`config.mk`:
```
export PLATFORM = sky130hd
export DESIGN_NAME = phase_sequencer
export DESIGN_NICKNAME = d
export VERILOG_FILES = /design/src/rtl/phase_pkg.sv /design/src/rtl/phase_chan.sv /design/src/rtl/phase_sequencer.sv
export SDC_FILE = /design/constraint.sdc
export NUM_CORES = 1
export LEC_CHECK = 0
export ABC_AREA = 0
export CORE_MARGIN = 5
export CORE_UTILIZATION = 52
export DETAILED_ROUTE_END_ITERATION = 16
export PLACE_DENSITY_LB_ADDON = 0.1
export SLEW_MARGIN = 10
export SYNTH_ARGS = -nofsm -noshare
export SYNTH_HDL_FRONTEND = slang
export SYNTH_SLANG_ARGS = --single-unit
```
`constraint.sdc`:
```
create_clock -name clock -period 4.85 [get_ports clock]
set_input_delay 0.485 -clock clock [delete_from_list [all_inputs] [get_ports clock]]
set_output_delay 0.485 -clock clock [all_outputs]
set_load 0.01 [all_outputs]
```
`src/rtl/phase_pkg.sv`:
```
// rtl/phase_pkg.sv - shared state encoding and default phase table rule for phase_sequencer
package phase_pkg;

    localparam logic [1:0] ST_IDLE     = 2'd0;
    localparam logic [1:0] ST_RUN      = 2'd1;
    localparam logic [1:0] ST_STEP     = 2'd2;
    localparam logic [1:0] ST_STOPPING = 2'd3;

    // Channel ch starts at phase ch, folded into the period.
    function automatic int default_phase(input int ch, input int period);
        return ch % period;
    endfunction

endpackage

```
`src/rtl/phase_chan.sv`:
```
// rtl/phase_chan.sv - per-channel phase compare with registered phase_en and phase_clk
module phase_chan #(
    parameter int PERIOD = 4,
    parameter int PH_W   = 2
) (
    input  logic            clock,
    input  logic            reset,
    input  logic            active,
    input  logic [PH_W-1:0] ph,
    input  logic [PH_W-1:0] phase,
    output logic            phase_en,
    output logic            phase_clk
);

    localparam logic [PH_W:0] PERIOD_W = (PH_W+1)'(PERIOD);
    localparam logic [PH_W:0] HALF_W   = (PH_W+1)'(PERIOD / 2);

    logic [PH_W:0] diff;

    // Distance of ph past this channel's phase, modulo PERIOD (PERIOD need not be a power of two).
    always_comb begin
        if (ph >= phase) begin
            diff = {1'b0, ph} - {1'b0, phase};
        end else begin
            diff = {1'b0, ph} + PERIOD_W - {1'b0, phase};
        end
    end

    // Register the pulse and the first-half-of-period clock; both forced low when not active.
    always_ff @(posedge clock or negedge reset) begin
        if (!reset) begin
            phase_en  <= 1'b0;
            phase_clk <= 1'b0;
        end else begin
            phase_en  <= active && (ph == phase);
            phase_clk <= active && (diff < HALF_W);
        end
    end

endmodule

```
`src/rtl/phase_sequencer.sv`:
```
// rtl/phase_sequencer.sv - multi-channel phase sequencer with run/step/stop FSM and double-buffered phase table
module phase_sequencer
    import phase_pkg::*;
#(
    parameter int NUM_CH = 4,
    parameter int PERIOD = 4,
    localparam int PH_W  = $clog2(PERIOD)
) (
    input  logic                   clock,
    input  logic                   reset,
    input  logic                   enable,
    input  logic                   step,
    input  logic                   cfg_valid,
    input  logic [NUM_CH*PH_W-1:0] cfg_phase,
    output logic                   cfg_ready,
    output logic                   cfg_err,
    output logic [NUM_CH-1:0]      phase_en,
    output logic [NUM_CH-1:0]      phase_clk,
    output logic                   busy,
    output logic [15:0]            period_cnt
);

    localparam logic [PH_W-1:0] PH_LAST  = PH_W'(PERIOD - 1);
    localparam logic [PH_W:0]   PERIOD_W = (PH_W+1)'(PERIOD);

    function automatic logic [NUM_CH*PH_W-1:0] default_table();
        logic [NUM_CH*PH_W-1:0] t;
        t = '0;
        for (int i = 0; i < NUM_CH; i++) begin
            t[i*PH_W +: PH_W] = PH_W'(default_phase(i, PERIOD));
        end
        return t;
    endfunction

    localparam logic [NUM_CH*PH_W-1:0] DEF_TBL = default_table();

    logic [1:0]             state;
    logic [1:0]             state_nxt;
    logic [PH_W-1:0]        ph;
    logic                   counting;
    logic                   wrap;
    logic                   chan_active;
    logic                   cfg_ok;
    logic                   pend_valid;
    logic [NUM_CH*PH_W-1:0] pend_tbl;
    logic [NUM_CH*PH_W-1:0] act_tbl;

    assign counting  = (state != ST_IDLE);
    assign wrap      = counting && (ph == PH_LAST);
    assign busy      = counting;
    assign cfg_ready = !pend_valid;
    // Channel outputs stop on the edge that returns to IDLE, so nothing leaks into the first idle cycle.
    assign chan_active = counting && (state_nxt != ST_IDLE);

    // Next-state logic; a RUN that loses enable on its last phase stops right away instead of running another period.
    always_comb begin
        state_nxt = state;
        case (state)
            ST_IDLE: begin
                if (enable)    state_nxt = ST_RUN;
                else if (step) state_nxt = ST_STEP;
            end
            ST_RUN: begin
                if (!enable) state_nxt = wrap ? ST_IDLE : ST_STOPPING;
            end
            ST_STEP, ST_STOPPING: begin
                if (wrap) state_nxt = ST_IDLE;
            end
            default: state_nxt = ST_IDLE;
        endcase
    end

    // Offered table is accepted only if every field lies inside the period.
    always_comb begin
        cfg_ok = 1'b1;
        for (int i = 0; i < NUM_CH; i++) begin
            if ({1'b0, cfg_phase[i*PH_W +: PH_W]} >= PERIOD_W) cfg_ok = 1'b0;
        end
    end

    // FSM state, phase counter and completed-period counter.
    always_ff @(posedge clock or negedge reset) begin
        if (!reset) begin
            state      <= ST_IDLE;
            ph         <= '0;
            period_cnt <= '0;
        end else begin
            state <= state_nxt;
            if (counting && !wrap) ph <= ph + PH_W'(1);
            else                   ph <= '0;
            if (wrap) period_cnt <= period_cnt + 16'd1;
        end
    end

    // Pending/active table pair: capture on handshake, promote in IDLE or on the wrap edge only.
    always_ff @(posedge clock or negedge reset) begin
        if (!reset) begin
            pend_valid <= 1'b0;
            pend_tbl   <= '0;
            act_tbl    <= DEF_TBL;
            cfg_err    <= 1'b0;
        end else begin
            cfg_err <= cfg_valid && cfg_ready && !cfg_ok;
            if (pend_valid && (state == ST_IDLE || wrap)) begin
                act_tbl    <= pend_tbl;
                pend_valid <= 1'b0;
            end else if (cfg_valid && cfg_ready && cfg_ok) begin
                pend_tbl   <= cfg_phase;
                pend_valid <= 1'b1;
            end
        end
    end

    for (genvar g = 0; g < NUM_CH; g++) begin : g_chan
        phase_chan #(
            .PERIOD (PERIOD),
            .PH_W   (PH_W)
        ) u_chan (
            .clock     (clock),
            .reset     (reset),
            .active    (chan_active),
            .ph        (ph),
            .phase     (act_tbl[g*PH_W +: PH_W]),
            .phase_en  (phase_en[g]),
            .phase_clk (phase_clk[g])
        );
    end

endmodule

```
==> qor.txt <==
=============================================================================
CP max FO                                                                   5
Post-synthesis async set-or-reset flop share                             1.00
Antenna violations before repair                                            0
Wire length of the first global-routing pass                          6110 um
Syn Std Cell Area                                                   2100 um^2
Highest clock frequency the design can meet                           480 MHz
Area share of the leading cell type in the synthesized netlist          0.488
Synth-to-layout area growth                                             21.0%
Number of rows in the core area                                            23
Final Hold Violating Endpoints                                              0
Count of different cell masters after synthesis                            31
Synthesis warning total                                                     0
Crit path DAT                                                         1600 ps
Nature of the critical path endpoint                             primary output
Worst-case headroom to the max-slew limit                               0.356
Critical path start-end classification                           flip-flop to primary output
Die height                                                            73.6 um
Sequential fraction of the synthesis area                               0.538
Io pins                                                                    40
Worst-case clock buffer depth                                               2
Number of I/O port buffers                                                 38
Number of maximum-capacitance violations                                    0
Routed vias                                                              1270
First DRT Iteration DRCs                                                   30
Maximum number of pins on one net before global-route repair               46
Count of flip-flops with a built-in enable after synthesis                  0
Final cycle utilization of the critical path                            0.430
Post-layout net count                                                     234
Post-route DRC violation count                                              0
Areal power density over the cells                                570 nW/um^2
Number of levels the H-tree was split into                                  2
Type of element launching the critical path                         flip-flop
Leakage power total                                                   1.14 nW
Mean instance size in the synthesized netlist                       12.2 um^2
Final antenna-violating net count                                           0
Final Hold Slack                                                       343 ps
Most area-consuming cells after synthesis                        sky130_fd_sc_hd__dfrtp_1, sky130_fd_sc_hd__mux2_2, sky130_fd_sc_hd__ha_1, sky130_fd_sc_hd__dfstp_2, sky130_fd_sc_hd__fa_1
Final setup slack of the worst path                                   2770 ps
Peak ir drop on the vdd network                                      0.395 mV
Classification of the worst-slack hold path                      input port to asynchronous set/reset pin
Power Total                                                           1.45 mW
Horizontal extent of the die                                          73.6 um
Fraction of final layout cells sized beyond drive strength 1            0.168
Vias in the first global route                                           1310
Detail-routed via count per cell                                         4.92
Number of nets produced by synthesis                                      200
Buffer type at the clock tree root                               sky130_fd_sc_hd__clkbuf_8
Number of sinks driven by the clock tree                                   45
Routed wire length                                                    3500 um
Count of final setup violators                                              0
Hold-fix buffer count after cts                                             0
Slew at the pin closest to its max-slew limit                          966 ps
Total negative setup slack                                               0 ps
Worst setup timing slack at the placement stage                       2780 ps
Endpoint required time on the critical path                           4370 ps
Clock insertion delay at the later pin of the skew report              290 ps
Max-slew violation count                                                    0
CTS tree                                                                 done
Clock tree skew after final layout                                    5.15 ps
Launch point of the critical path                                    state[0]
Ys flop type                                                     sky130_fd_sc_hd__dfrtp_1
Area of the die                                                     5410 um^2
Post-cts repair resize count                                                0
Number of cells after detailed placement                                  250
Min Tclk post-route                                                   2080 ps
TritonCTS Buffers                                                           5
Cell count after synthesis                                                173
Top cell type by total area after synthesis                      sky130_fd_sc_hd__dfrtp_1
RSZ-0062 raised after global routing                                       no
Flip-flop and latch count after synthesis                                  45
Routed wire per std cell                                              13.6 um
Detailed placer's ending HPWL                                         2690 um
Placer's final routability congestion estimate                          0.761
Starting utilization of the core area                                   0.529
Ant diodes                                                                  0
Buffer count from post-CTS setup fixing                                     0
Overall routing resource usage                                          0.149
Status                                                           complete, no violations
Number of non-filler instances in the completed layout                    258
Detailed-router iteration count before antenna repair                       4
Clock-pin slew on the worst setup and hold paths                        80 ps
Core outline area                                                   3970 um^2
Startpoint of the worst register-to-register path                       ph[1]
Gr ovfl total                                                               0
=============================================================================
## worst max-delay path: stages (launching register included)
cell and delay [ps]:
sky130_fd_sc_hd__dfrtp_1 430, sky130_fd_sc_hd__nor2_1 290, sky130_fd_sc_hd__inv_1 110, sky130_fd_sc_hd__clkdlybuf4s50_1 490
## cell families (layout without fill, tap and decap cells)
logic type,after synthesis,in the layout,share of synthesized area
AOI/OAI and AO/OA,7,7,0.0244
muxes,17,17,0.0911
other,1,1,0.00178
DFF,45,45,0.538
and+or+nand+nor,49,49,0.123
adders and majority gates,14,14,0.0976
xor gates and xnor gates,15,15,0.0625
buffers and inverters,25,60,0.0619
## layout by cell type (no fill, tap or decap), types with 5 or more instances in the layout
master | Yosys | routed
sky130_fd_sc_hd__mux2_2 | 17 | 17
sky130_fd_sc_hd__dfrtp_1 | 41 | 41
sky130_fd_sc_hd__ha_1 | 10 | 10
sky130_fd_sc_hd__xor2_1 | 6 | 6
sky130_fd_sc_hd__inv_1 | 14 | 14
sky130_fd_sc_hd__nand2_1 | 13 | 13
sky130_fd_sc_hd__clkdlybuf4s50_1 | 0 | 37
sky130_fd_sc_hd__nor3_1 | 6 | 6
sky130_fd_sc_hd__xnor2_1 | 9 | 9
sky130_fd_sc_hd__nor2_1 | 14 | 14
sky130_fd_sc_hd__clkbuf_8 | 0 | 5
## routing by layer
metal,global-route usage,routed length (um),up-vias
met5,0,0,-
met4,0.0423,41,0
met3,0.0479,192,6
met2,0.241,1710,27
met1,0.192,1550,616
li1,-,-,621
## stage by stage
stage	util	cell area, um^2
detailed placement	0.620	2460
global placement	0.620	2460
CTS	0.641	2540
finish	0.641	2540
global route	0.641	2540
floorplan	-	2100
## cell type report
class | count | area [um^2]
inverter | 14 | 52.6
tap | 50 | 62.6
clock buffer | 7 | 76.3
multi-input combinational | 103 | 841
fill | 298 | 1430
clock inverter | 1 | 5.00
sequential | 45 | 1130
timing repair buffer | 38 | 375
## cells in the mapped netlist (2+ instances only)
cell type                  instances
sky130_fd_sc_hd__ha_1             10
sky130_fd_sc_hd__buf_4             9
sky130_fd_sc_hd__fa_1              4
sky130_fd_sc_hd__nor3_1            6
sky130_fd_sc_hd__inv_1            14
sky130_fd_sc_hd__xor2_1            6
sky130_fd_sc_hd__dfstp_2           4
sky130_fd_sc_hd__buf_2             2
sky130_fd_sc_hd__mux2_2           17
sky130_fd_sc_hd__and2_1            2
sky130_fd_sc_hd__nand2b_1          2
sky130_fd_sc_hd__nand3_1           4
sky130_fd_sc_hd__xnor2_1           9
sky130_fd_sc_hd__o21ai_0           2
sky130_fd_sc_hd__nor2_1           14
sky130_fd_sc_hd__dfrtp_1          41
sky130_fd_sc_hd__nand2_1          13
## where the power goes
part / switching (mW) / internal, mW / leakage, nW
Clock: 0.118 / 0.101 / 0.0422
Combinational: 0.275 / 0.316 / 0.543
Sequential: 0.107 / 0.533 / 0.559
## worst paths after layout
path	end	slack (ps)	depth (start not counted)
max in group asynchronous	period_cnt[0]	3910	1
max	busy	2770	3
min in group clock	period_cnt[15]	470	1
max reg2reg	period_cnt[15]	2930	5
min reg2reg	period_cnt[15]	470	1
min	g_chan[2].u_chan.phase_clk	340	1
## registers in the layout, summed over array words and instances, names as in the netlist
signal / flops
act_tbl: 8
g_chan.u_chan.phase_clk: 4
g_chan.u_chan.phase_en: 4
pend_tbl: 8
pend_valid: 1
period_cnt: 16
ph: 2
state: 2
(Power assumes the default switching activity.)
